File: src/rtl/cordic_vectoring_iter.sv
// Iterative vectoring-mode CORDIC: one shared add/shift datapath drives y to zero
// over `iters` cycles and reports the gain-scaled magnitude and atan2(y, x).
module cordic_vectoring_iter #(
  parameter int m           = 6,
  parameter int n           = 10,
  parameter int iter_length = 4,
  parameter int iters       = 12
) (
  input  logic                 clk,
  input  logic                 rst,
  input  logic                 start,
  input  logic [m+n-1:0]       x_in,
  input  logic [m+n-1:0]       y_in,
  output logic                 busy,
  output logic                 done,
  output logic [m+n+1:0]       mag_out,
  output logic [m+n-1:0]       angle_out
);

  localparam int W  = m + n;
  localparam int XW = W + 2;
  localparam logic [iter_length-1:0] LAST    = iter_length'(iters - 1);
  localparam logic signed [W-1:0]    HALF_PI = W'(1608);

  typedef enum logic [1:0] {S_IDLE, S_ITER, S_DONE} state_t;

  state_t state, state_nx;

  logic signed [XW-1:0]   x_r, y_r, x_nx, y_nx, x_sh, y_sh;
  logic signed [XW-1:0]   x_ext, y_ext, x_pre, y_pre;
  logic signed [W-1:0]    z_r, z_nx, z_pre, atan_i;
  logic [iter_length-1:0] i_r;

  // Q6.10 arctangent of 2^-k, rounded to nearest; zero once below one LSB.
  function automatic logic signed [W-1:0] atan_rom(input logic [iter_length-1:0] k);
    case (int'(k))
      0:       atan_rom = W'(804);
      1:       atan_rom = W'(475);
      2:       atan_rom = W'(251);
      3:       atan_rom = W'(127);
      4:       atan_rom = W'(64);
      5:       atan_rom = W'(32);
      6:       atan_rom = W'(16);
      7:       atan_rom = W'(8);
      8:       atan_rom = W'(4);
      9:       atan_rom = W'(2);
      10:      atan_rom = W'(1);
      default: atan_rom = '0;
    endcase
  endfunction

  assign x_ext  = {{2{x_in[W-1]}}, x_in};
  assign y_ext  = {{2{y_in[W-1]}}, y_in};
  assign atan_i = atan_rom(i_r);
  assign x_sh   = x_r >>> i_r;
  assign y_sh   = y_r >>> i_r;

  // Fold left-half-plane inputs by +/-90 degrees; negation is done at the
  // guarded width so the most negative input does not wrap.
  always_comb begin
    x_pre = x_ext;
    y_pre = y_ext;
    z_pre = '0;
    if (x_in[W-1]) begin
      if (!y_in[W-1]) begin
        x_pre = y_ext;
        y_pre = -x_ext;
        z_pre = HALF_PI;
      end else begin
        x_pre = -y_ext;
        y_pre = x_ext;
        z_pre = -HALF_PI;
      end
    end
  end

  always_comb begin
    if (!y_r[XW-1]) begin
      x_nx = x_r + y_sh;
      y_nx = y_r - x_sh;
      z_nx = z_r + atan_i;
    end else begin
      x_nx = x_r - y_sh;
      y_nx = y_r + x_sh;
      z_nx = z_r - atan_i;
    end
  end

  always_comb begin
    state_nx = state;
    case (state)
      S_IDLE:  if (start) state_nx = S_ITER;
      S_ITER:  if (i_r == LAST) state_nx = S_DONE;
      S_DONE:  state_nx = S_IDLE;
      default: state_nx = S_IDLE;
    endcase
  end

  always_ff @(posedge clk or posedge rst) begin
    if (rst) state <= S_IDLE;
    else     state <= state_nx;
  end

  always_ff @(posedge clk or posedge rst) begin
    if (rst) begin
      x_r       <= '0;
      y_r       <= '0;
      z_r       <= '0;
      i_r       <= '0;
      busy      <= 1'b0;
      done      <= 1'b0;
      mag_out   <= '0;
      angle_out <= '0;
    end else begin
      case (state)
        S_IDLE: begin
          if (start) begin
            x_r  <= x_pre;
            y_r  <= y_pre;
            z_r  <= z_pre;
            i_r  <= '0;
            busy <= 1'b1;
          end
        end
        S_ITER: begin
          x_r <= x_nx;
          y_r <= y_nx;
          z_r <= z_nx;
          i_r <= i_r + 1'b1;
          if (i_r == LAST) begin
            mag_out   <= x_nx;
            angle_out <= z_nx;
            done      <= 1'b1;
            busy      <= 1'b0;
          end
        end
        S_DONE: done <= 1'b0;
        default: begin
          busy <= 1'b0;
          done <= 1'b0;
        end
      endcase
    end
  end

endmodule

File: config.mk
export PLATFORM = sky130hd
export DESIGN_NAME = cordic_vectoring_iter
export DESIGN_NICKNAME = d
export VERILOG_FILES = /design/src/rtl/cordic_vectoring_iter.sv
export SDC_FILE = /design/constraint.sdc
export NUM_CORES = 1
export LEC_CHECK = 0
export BUFFER_PORTS_ARGS = -buffer_cell sky130_fd_sc_hd__buf_2
export CAP_MARGIN = 20
export CORE_AREA = 2 2 164 166
export DETAILED_ROUTE_END_ITERATION = 12
export DIE_AREA = 0 0 166 168
export SLEW_MARGIN = 0
export SYNTH_ARGS = -nofsm -noshare
export SYNTH_HDL_FRONTEND = slang
export SYNTH_SLANG_ARGS = --single-unit
File: constraint.sdc
create_clock -name clk -period 11 [get_ports clk]
set_clock_uncertainty 0.2 [all_clocks]
set_input_delay 1.1 -clock clk [delete_from_list [all_inputs] [get_ports clk]]
set_output_delay 1.1 -clock clk [all_outputs]
set_load 0.02 [all_outputs]
; ---- Word level (Yosys, flattened, before mapping)
; Memories as Yosys holds them, arrays and structs flattened.
; Index checks and enable logic that the tools add are counted.
[totals]
reg_bits = 94
latchBits = 0
mem_bits_rw = 0
rom_bits = 160
input_bits = 35
output_inout_bits = 36
wordCells = 60
mem_count = 1
[memory_table]
columns = memory, depth, word_bits, rd, rd_clocked_by_memory_dff, wr, line
row1 = (no name shown), 16, 10, 1, 0, 0, 36  ; case (int'(k))
[classes]
n_addsub = 9
multipliers = 0
n_div = 0
magnitude_cmp = 0
eq_ne = 5
shift = 2
muxes = 25
bitwise = 2
reduce_logical = 7
[op_table]
columns = cell, count
row1 = two-way mux 18 bit, 8
row2 = one-hot mux 18 bit (2 select lines), 2
row3 = two-way mux 16 bit, 4
row4 = adder 18 bit, 2
row5 = negation 16 -> 18 bit, 2
row6 = >>> shifter 18 x 4 -> 18 bit, 2
row7 = subtractor 18 bit, 2
row8 = one-hot mux 16 bit (2 select lines), 1
row9 = adder 16 bit, 1
row10 = subtractor 16 bit, 1
row11 = one-hot mux 4 bit (2 select lines), 1
row12 = AND reduction 2 bit, 4
row13 = adder 4 x 1 -> 4 bit (second input constant), 1
row14 = == test 4 bit (second input constant), 1
row15 = two-way mux 2 bit, 2
row16 = two-way mux 4 bit, 1
row17 = inequality test 2 bit (second input constant), 2
row18 = one-hot mux 2 bit (2 select lines), 1
row19 = two-way mux 1 bit, 3
row20 = one-hot mux 1 bit (3 select lines), 1
row21 = AND reduction 3 bit, 1
row22 = == test 2 x 1 -> 1 bit (second input constant), 1
row23 = == test 2 bit (second input constant), 1
row24 = zero test 2 bit, 1
row25 = other kinds (3), 4

; ---- Longest topological paths before layout
; Gate-level depths: netlist of the first run.
[depth]
depth_word = 5
depth_mapped = 24
depth_no_buf = 21

; ---- Worst setup path after synthesis of the first run
; No wires, ideal clock.
[synth_path]
path_kind = register to register
startpoint = reg i_r[2]
endpoint = reg y_r[17]
setup_ns = 0.131
arrival_time_ns = 4.879
required_time_ns = 10.669
setup_slack_ns = 5.790
path_stages_with_launch = 24
n_path_buf = 5
period_less_slack_ns = 5.210
cell_sequence = dfrtp_1 -> clkbuf_1 -> clkbuf_1 -> buf_2 -> buf_1 -> clkbuf_1 -> mux2_2 -> ha_1 -> o21ai_0 -> nor2_1 -> nand2_1 -> nor2_1 -> a21oi_1 -> xnor2_1 -> ha_1 -> a21o_1 -> a21o_1 -> a221o_1 -> a22o_1 -> a311oi_1 -> o21bai_1 -> a21oi_1 -> xnor2_1 -> o21ai_1
[synth_via]
elab_chain_len = 4
elab_cells_between_ends = 5
cone_classes = add/sub: 2 / shift: 1 / mux: 2
[synth_rtl]
columns = item, line
row1 = from (decl), 32  ; logic [iter_length-1:0] i_r;
row2 = from (signal assigned), 129  ; i_r <= i_r + 1'b1;
row3 = >>> shifter 18 x 4 -> 18 bit (*), 55  ; assign x_sh = x_r >>> i_r;
row4 = subtractor 18 bit or adder 18 bit (tied branches), "80, 84"
row5 = two-way mux 18 bit (*), 78  ; if (!y_r[XW-1]) begin
row6 = one-hot mux 18 bit (2 select lines) (*), 115  ; case (state)
row7 = to (signal assigned), 119  ; y_r <= y_pre;
row8 = to (signal assigned), 127  ; y_r <= y_nx;
row9 = to (decl), 29  ; logic signed [XW-1:0] x_r, y_r, x_nx, y_nx, x_sh, y_sh;
; Every way passes the cells marked *; elsewhere a longest branch is shown, timed or not.
; A chain may end at the register's enable or synchronous reset.

; ---- Worst setup path after layout of the first run
[layout_path]
startpoint = reg i_r[3]
endpoint = reg x_r[17]
[layout_via]
elab_chain_len = 4
elab_cells_between_ends = 5
cone_classes = add/sub: 2 / shift: 1 / mux: 2
[layout_rtl]
columns = item, line
row1 = >>> shifter 18 x 4 -> 18 bit (*), 56  ; assign y_sh = y_r >>> i_r;
row2 = adder 18 bit or subtractor 18 bit (tied branches), "79, 83"
row3 = two-way mux 18 bit (*), 78
row4 = one-hot mux 18 bit (2 select lines) (*), 115
row5 = to (signal assigned), 118  ; x_r <= x_pre;
row6 = to (signal assigned), 126  ; x_r <= x_nx;
row7 = to (decl), 29
; Marked as above.

==> impl_metrics.csv, run 1 <==
group,metric,value,unit
grt,grt_pass1_vias,8743,
synth,synthArstFlopShare,100.0,%
placement,gp_congestion,0.9274,
route,ant_nets,0,
grt,overflow,0,
cts,worstSkewPairLatency,370,ps
synth,ys_ff_latch,94,
timing,rsz0062_at_grt,"no",
synth,ys_seq_area_share,22.97,%
floorplanning,start_util,38.87,%
timing,max_freq,174.9,MHz
synth,synthFlopType,"dfrtp_1",
route,via_per_inst,5.900,
grt,grt.total_usage,22.66,%
worst_setup_path,crit_fanout,46,
timing,final_hold_viol_count,0,
synth,synth_warnings,0,
timing,fin_ws,5283,ps
synth,synthCells,1255,
worst_setup_path,cp-start-kind,"flip-flop",
floorplanning,ios,71,
timing,setup_viol,0,
route,post-route-drc-count,0,
timing,period_share,51.97,%
grt,grt_first_pass_wirelength,50660,um
grt,antenna_found_initial,0,
cts,cts_max_level,3,
timing,setup_tns,0,ps
worst_setup_path,cp.arrival,5790,ps
cts,cts_resized,0,
layout,antenna_cells,0,
synth,yosys.area_share.simple,19.57,%
cts,cts_buffers,9,
timing,slew_headroom,27.96,%
cts,clkTransAtPathRegs,80,ps
route,wirelength,31590,um
worst_setup_path,worstSetupEndpointType,"flip-flop",
route,drt_iter0_drc,917,
synth,synth_fp_nets,1353,
cts,clock-root-buffer,"clkbuf_16",
min_path,hold_class,"reg -> reg",
synth,syn_avg_cell_area,8.161,um^2
floorplanning,core,26350,um^2
layout,final_cell_area,11040,um^2
layout,fin_nets,1370,
layout,drive_above_1_share,13.23,%
cts,cts_tree,"yes",
synth,netlist_area,10240,um^2
cts,cts_setup_buffers,0,
synth,synth_xor_area_share,7.940,%
route,drt_first_pass_iters,5,
floorplanning,die_h,168,um
timing,fin_crit,5717,ps
synth,synth_top_family_by_area,"compound AO/OA/AOI/OAI gates",
route,avgRoutedWirePerCell,19.53,um
cts,cts_hold_buf,0,
run,maxCapViolations,0,
floorplanning,die_width,166,um
route,num_vias,9547,
layout,final_util,41.90,%
layout,area_growth,7.806,%
worst_setup_path,cp.required,11080,ps
cts,cts.sinks,94,
timing,drv_slew,0,
cts,clock_path_buffers,2,
synth,synth-edff-count,0,
status,status,"finished clean",
synth,synth-adder-area-share,7.916,%
timing,tightest_slew,1074,ps
synth,synthMuxAreaShare,13.79,%
placement,placed_cell_area,10750,um^2
synth,synth-compound-area-share,22.48,%
synth,ys_types,83,
placement,dp_slack,5340,ps
placement,io_buffers,70,
floorplanning,die_area,27890,um^2
floorplanning,rows,60,
worst_setup_path,crit_type,"reg -> reg",
placement,hpwl,23610,um
grt,grt_max_degree,63,
## cells in the mapped netlist (4+ instances only)
library cell	number	area, um^2
mux4_1	14	367.9
a31oi_1	16	100.1
and3_1	7	43.79
a311oi_1	9	78.83
a211oi_1	18	135.1
a221o_1	7	70.07
xnor2_1	51	446.7
mux2i_1	35	350.3
clkbuf_1	53	198.9
mux4_2	17	382.9
o21a_1	7	52.55
ha_1	60	750.7
nor3b_1	4	30.03
nand2_1	163	611.8
a21o_1	18	135.1
and4_1	4	35.03
inv_1	33	123.9
o22a_1	5	43.79
buf_6	6	67.56
nor2_1	125	469.2
o21bai_1	4	30.03
nand2b_1	13	81.33
dfrtp_1	94	2352
nor3_1	29	145.1
o31ai_1	9	67.56
mux2_2	21	236.5
inv_2	4	15.01
and2_1	12	75.07
buf_1	10	37.54
or2_2	8	50.05
a22oi_1	9	67.56
or3_1	19	118.9
nor2b_1	15	93.84
buf_2	7	35.03
o22ai_1	12	75.07
o211ai_1	5	37.54
a21oi_1	98	490.5
xor2_1	40	350.3
o21ai_0	94	470.5
nand3_1	17	85.08
a21boi_0	4	30.03
a22o_1	4	35.03
## kinds of logic (layout without fill, tap and decap cells)
kind of cell             Yosys count  in the layout
AO/OA/AOI/OAI                    361            361
adder cells (fa/ha/maj)           63             63
buffers and inverters            118            140
XOR/XNOR                          92             92
AND/OR/NAND/NOR                  435            435
flip-flops                        94             94
multiplexers                      92             92
## path summary, 6_finish.rpt
path | startpoint | endpoint | slack (ps) | cells after the start
max | i_r[3]$_DFFE_PP0P_ | x_r[17]$_DFFE_PP0P_ | 5280 | 18
max in group asynchronous | rst | mag_out[7]$_DFFE_PP0P_ | 8920 | 3
min in group asynchronous | rst | angle_out[13]$_DFFE_PP0P_ | 610 | 2
max reg2reg | i_r[3]$_DFFE_PP0P_ | x_r[17]$_DFFE_PP0P_ | 5280 | 18
min reg2reg | mag_out[10]$_DFFE_PP0P_ | mag_out[10]$_DFFE_PP0P_ | 270 | 2
min | mag_out[10]$_DFFE_PP0P_ | mag_out[10]$_DFFE_PP0P_ | 270 | 2
## registers in the layout, summed over array words and instances, names as in the netlist
name	cells
z_r	16
y_r	18
state	2
angle_out	16
x_r	18
mag_out	18
done	1
busy	1
i_r	4
## final cells by class
type | instances | area, um^2
fill | 2640 | 15310
sequential | 94 | 2355
clock buffer | 9 | 225.2
tap | 341 | 426.7
clock inverter | 7 | 68.82
timing repair buffer | 86 | 470.5
inverter | 38 | 145.1
multi-input combinational | 1043 | 7351
## critical path, stage by stage, from the launching register on
cell and delay (ps):
dfrtp_2 600, buf_4 530, mux2_2 450, mux4_2 480, or3_1 360, o31ai_1 130, nand3_1 210, xnor2_1 200
o221ai_1 140, ha_1 370, o21a_1 180, o21ai_0 110, a21oi_1 190, nand3_1 160, o211a_1 280, o41a_1 460
xnor2_2 190, or3_1 320, o21ai_0 80
## cell usage in the layout, fill, tap and decap left out, drive strengths merged, types with 12 or more instances in the layout
cell type  count
a21oi         98
a21o          18
xnor2         52
nor2         125
a31oi         16
dfrtp         94
mux2          25
or3           19
nand2        163
nor3          29
ha            60
mux2i         36
o21ai         96
inv           40
o22ai         12
mux4          31
and2          12
a211oi        18
buf           86
nor2b         15
nand3         17
xor2          40
nand2b        14
## routing by layer
layer | up-vias | track usage, % | wire [um]
met2 | 354 | 35.65 | 14230
met1 | 4530 | 32.27 | 14490
met3 | 51 | 2.844 | 1891
met5 | - | 0 | 0
li1 | 4612 | - | -
met4 | 0 | 7.675 | 991
## through the flow
step           hold slack [ps]  std cells
6_report                 272.3       1618
5_1_grt                  301.9       1618
4_1_cts                  275.7       1618
3_5_place_dp             257.3       1602
3_3_place_gp             252.4       1602
2_1_floorplan            256.3       1255
Power of run 1 is left out: the tool's default activity adds up to more than one toggle a clock period on the data nets, which glitch-free logic cannot reach.
==> inputs of run 2 (changes only) <==
- clock period: 11 -> 5.6 ns (I/O delays scaled with it)
==> run 2 against run 1 <==
Compared with the run above: first-iteration DRC count decreased by 28%; largest cell class unchanged; hold slack worse by 160 ps; global-route usage up 0.22 points; critical path depth is 3 higher; flip-flop and latch count is the same; worst setup slack got worse by 4900 ps; utilization grew 0.73 points; maximum frequency increased by 9.0%; routed wire length increased by 2.2%; critical path type unchanged; non-clock buffer count is 20 higher; cell count up 1.2%; via count increased by 1.4%.
==> impl_metrics.csv, run 2 (synthesis gave the netlist of run 1 again) <==
group,metric,value,unit
cts,clkTransAtPathRegs,80,ps
timing,fin_crit,5244,ps
worst_setup_path,cp.depth,21,
floorplanning,ios,71,
layout,top_regs,"mag_out x18, x_r x18, y_r x18",
timing,tightest_slew,919.6,ps
grt,overflow,0,
floorplanning,die_h,168,um
worst_setup_path,critical-path-max-stage-delay,560,ps
worst_setup_path,worst-path-buf-inv,1,
floorplanning,die_area,27890,um^2
cts,cts_max_level,3,
grt,grt_busiest_layer,"met2",
grt,antenna_found_initial,0,
layout,layout_commonest_cell,"nand2_1",
timing,drv_slew,0,
run,maxCapViolations,0,
cts,cts_hold_buf,0,
route,num_vias,9677,
route,drt_first_pass_iters,5,
layout,area_growth,9.687,%
worst_setup_path,cp.required,5640,ps
cts,cts_tree,"yes",
grt,grt_max_degree,63,
worst_setup_path,worstPathCellList,"inv_2 > mux4_2 > and2_1 > or2_2 > ha_1 > o21ai_0 > nor2_1 > nand2_1 > nor2_1 > a21oi_1 > xnor2_1 > ha_1 > a21o_1 > a21o_1 > a221o_1 > a22o_1 > a311oi_1 > o21bai_1 > a21oi_1 > xnor2_1 > o21ai_1",
layout,layout_common_cells,"nand2_1, nor2_1, a21oi_1",
worst_setup_path,worstSetupEndpointType,"flip-flop",
timing,period_share,93.64,%
grt,met3_usage,2.727,%
cts,cts.sinks,94,
status,status,"finished clean",
timing,slew_headroom,37.83,%
route,post-route-drc-count,0,
placement,io_buffers,70,
worst_setup_path,cp.arrival,5280,ps
placement,gp_congestion,0.9551,
layout,stdcell_count,1638,
grt,grtUsageMet1,32.33,%
timing,hold_ws,111.5,ps
route,drt_iter0_drc,662,
route,via_per_inst,5.908,
placement,hpwl,24470,um
placement,placed_cells_incl_taps,1621,
layout,drive_above_1_share,14.65,%
layout,antenna_cells,0,
cts,cts_buffers,9,
min_path,hold_class,"in -> async",
worst_setup_path,crit_path_top_delay_cell,"mux4_2",
floorplanning,core,26350,um^2
floorplanning,die_width,166,um
grt,grt.met2_usage,36.86,%
worst_setup_path,cpLargestDelayFamily,"compound AO/OA/AOI/OAI gates",
floorplanning,rows,60,
grt,grt.total_usage,22.88,%
route,ant_nets,0,
timing,fin_ws,356.4,ps
route,avgRoutedWirePerCell,19.72,um
timing,setup_tns,0,ps
cts,clock-root-buffer,"clkbuf_16",
floorplanning,start_util,38.87,%
layout,fin_nets,1390,
placement,dp_slack,239.1,ps
worst_setup_path,cp-start-kind,"flip-flop",
grt,grt_pass1_vias,9053,
worst_setup_path,crit_fanout,12,
worst_setup_path,crit_type,"reg -> reg",
timing,max_freq,190.7,MHz
cts,clock_path_buffers,2,
timing,rsz0062_at_grt,"no",
route,wirelength,32300,um
worst_setup_path,r2r_cells,21,
cts,worstSkewPairLatency,370,ps
timing,setup_viol,0,
grt,grt_first_pass_wirelength,51320,um
timing,final_hold_viol_count,0,
-- run 2: final timing paths --
kind / from / endpoint / slack [ps]
max in group asynchronous: rst / mag_out[17]$_DFFE_PP0P_ / 4100
worst max-delay path: i_r[0]$_DFFE_PP0P_ / y_r[17]$_DFFE_PP0P_ / 360
worst max register to register: i_r[0]$_DFFE_PP0P_ / y_r[17]$_DFFE_PP0P_ / 360
min in group clk: mag_out[8]$_DFFE_PP0P_ / mag_out[8]$_DFFE_PP0P_ / 270
worst min-delay path: rst / z_r[12]$_DFFE_PP0P_ / 110
worst min register to register: mag_out[8]$_DFFE_PP0P_ / mag_out[8]$_DFFE_PP0P_ / 270
-- run 2: cell type report --
class                           count  area [um^2]
Timing Repair Buffer              106        636.9
Clock buffer                       10        239.0
Inverter                           38        145.1
Tap cell                          341        426.7
Fill cell                        2653        15120
Sequential cell                    94         2357
Multi-Input combinational cell   1043         7355
Clock inverter                      6        75.07
-- run 2: worst reg2reg max path, delay by kind of cell (launching register included) --
kind            cells  cell delay [ps]
flops               1              530
simple gates        5              780
mux                 1              560
xor+xnor            2              280
buf+inv             1              280
compound gates     10             1980
fa+ha+maj           2              500
-- run 2: per-stage QoR --
| step | utilization, % | area [um^2] |
|---|---|---|
| after detailed placement | 41.38 | 10900 |
| after global placement | 41.38 | 10900 |
| final | 42.64 | 11230 |
| after global routing | 42.64 | 11230 |
| after CTS | 42.57 | 11220 |
| after floorplan | - | 10240 |
-- run 2: timing repair --
| item | CTS | global route |
|---|---|---|
| endpoints found under the setup margin | 0 | 6 |
| resized for setup | 0 | 3 |
| buffers inserted | 0 | 1 |
-- run 2: per-layer routing --
layer  share of wire [%]  up-vias
li1                    -     4668
met1                  47     4651
met2                  45      316
met3                 5.4       42
met4                 2.6        0
met5                   0        -
Power of run 2 is left out for the same reason.
==> inputs of run 3 (changes only) <==
- REMOVE_ABC_BUFFERS: not set -> 1
==> run 3 against run 2 <==
Compared with the run above: die area stayed put; hold slack worse by 48 ps; routed wire length is 1.4% higher; utilization is 0.13 points lower; flip-flop and latch count stayed put; cell count is 0.12% higher; final area is 0.30% lower; clock-buffer cell count is 1 higher; critical path depth is 4 lower; register-to-register slack hardly changed; maximum frequency hardly changed.
==> impl_metrics.csv, run 3 (synthesis gave the netlist of run 1 again) <==
group,metric,value,unit
timing,setup_tns,0,ps
route,top_layer_used,"met4",
route,via_per_inst,5.949,
layout,area_growth,9.357,%
worst_setup_path,cp.arrival,5320,ps
cts,clkTransAtPathRegs,80,ps
grt,overflow,0,
worst_setup_path,reg2reg_slack,360,ps
route,met3RoutedLength,1974,um
layout,drive_above_1_share,14.63,%
cts,worstSkewPairLatency,370,ps
timing,setup_viol,0,
route,ant_nets,0,
grt,antenna_found_initial,0,
worst_setup_path,r2r-end,"x_r[17]$_DFFE_PP0P_",
floorplanning,die_h,168,um
worst_setup_path,crit_type,"reg -> reg",
timing,fin_ws,356.6,ps
worst_setup_path,cp-start-kind,"flip-flop",
placement,dp_slack,370.2,ps
placement,io_buffers,70,
timing,tightest_slew,1024,ps
route,num_vias,9757,
route,drt_iter0_drc,849,
grt,grt_max_degree,55,
route,wirelength,32760,um
layout,final_util,42.51,%
worst_setup_path,critical-path-max-stage-delay,630,ps
layout,fin_nets,1392,
grt,grt_pass1_vias,9029,
status,status,"finished clean",
route,post-route-drc-count,0,
route,drt_first_pass_iters,6,
grt,grt.total_usage,23.00,%
layout,layout_commonest_cell,"nand2_1",
floorplanning,die_area,27890,um^2
run,maxCapViolations,0,
placement,gp_congestion,0.9193,
placement,hpwl,24910,um
cts,cts.sinks,94,
worst_setup_path,crit_fanout,23,
cts,clock_path_buffers,2,
cts,cts_hold_buf,0,
worst_setup_path,crit_path_top_delay_cell,"dfrtp_4",
worst_setup_path,cp.required,5670,ps
route,m1WireLength,14800,um
floorplanning,ios,71,
cts,cts_max_level,3,
floorplanning,rows,60,
cts,clock-root-buffer,"clkbuf_16",
timing,period_share,93.63,%
timing,drv_slew,0,
worst_setup_path,timing.rr.start,"i_r[3]$_DFFE_PP0P_",
worst_setup_path,worstSetupEndpointType,"flip-flop",
timing,fin_crit,5243,ps
route,avgRoutedWirePerCell,19.97,um
cts,cts_buffers,9,
grt,grt_first_pass_wirelength,51210,um
layout,layout_common_cells,"nand2_1, nor2_1, a21oi_1",
timing,rsz0062_at_grt,"no",
layout,antenna_cells,0,
route,wl_met2,14890,um
timing,max_freq,190.7,MHz
worst_setup_path,worstPathCellList,"mux2_2 > mux4_2 > or3_1 > o31ai_1 > nand3_1 > xnor2_1 > o221ai_1 > ha_1 > o21a_1 > o21ai_0 > a21oi_1 > nand3_1 > o211a_1 > o41a_1 > xnor2_2 > or3_1 > o21ai_0",
floorplanning,core,26350,um^2
worst_setup_path,r2r_cells,17,
layout,top_regs,"mag_out x18, x_r x18, y_r x18",
floorplanning,die_width,166,um
min_path,hold_class,"in -> async",
timing,slew_headroom,31.71,%
cts,cts_tree,"yes",
timing,final_hold_viol_count,0,
cts,cts_setup_buffers,0,
floorplanning,start_util,38.87,%
[run 3: cell types whose count changed in the layout (fill, tap and decap cells not counted), sizes merged]
cell    delta
buf        +1
bufinv     -1
clkbuf     +2
clkinv     +2
inv        -2
[run 3: critical path: cells and delay by family, from the launching register on]
kind / cells / cell delay, ps
AOI/OAI and AO/OA: 8 / 1600
xor gates and xnor gates: 2 / 360
adders and majority gates: 1 / 350
DFF: 1 / 630
muxes: 2 / 930
and+or+nand+nor: 4 / 1070
[run 3: metal layers]
layer  global-route usage (%)  up-vias
met4                    8.507        0
met2                    37.51      360
met3                    3.173       54
met1                    31.16     4666
li1                         -     4677
met5                        0        -
[run 3: layout make-up]
| type | count | area (um^2) |
|---|---|---|
| clock buffers | 11 | 242.7 |
| clock inverters | 5 | 42.54 |
| fillers | 2685 | 15150 |
| inverters | 38 | 145.1 |
| multi-input cells | 1043 | 7351 |
| flip-flops and latches | 94 | 2360 |
| well taps | 341 | 426.7 |
| repair buffers | 108 | 633.1 |
[run 3: timing repair]
action / in CTS / in global routing
setup endpoints to repair: 0 / 3
gates resized for setup: 0 / 2
hold endpoints to repair: 0 / 0
[run 3: stage by stage]
stage | hold slack (ps) | std cells | area, um^2
after global routing | 116.2 | 1640 | 11200
after global placement | 252.8 | 1623 | 10910
after floorplan | 256.3 | 1175 | 9838
final | 63.18 | 1640 | 11200
after CTS | 87.82 | 1639 | 11190
after detailed placement | 257.7 | 1623 | 10910
[run 3: worst max path at each step]
stage                        from             endpoint  slack [ps]  cells past startpoint
3_3_place_gp   i_r[3]$_DFFE_PP0P_  y_r[17]$_DFFE_PP0P_         440                     17
3_5_place_dp   i_r[3]$_DFFE_PP0P_  x_r[17]$_DFFE_PP0P_         370                     17
5_1_grt        i_r[3]$_DFFE_PP0P_  y_r[17]$_DFFE_PP0P_          20                     21
2_1_floorplan  i_r[0]$_DFFE_PP0P_  y_r[17]$_DFFE_PP0P_        -400                     21
6_report       i_r[3]$_DFFE_PP0P_  x_r[17]$_DFFE_PP0P_         360                     17
4_1_cts        i_r[3]$_DFFE_PP0P_  x_r[17]$_DFFE_PP0P_         340                     17
Power of run 3 is left out for the same reason.
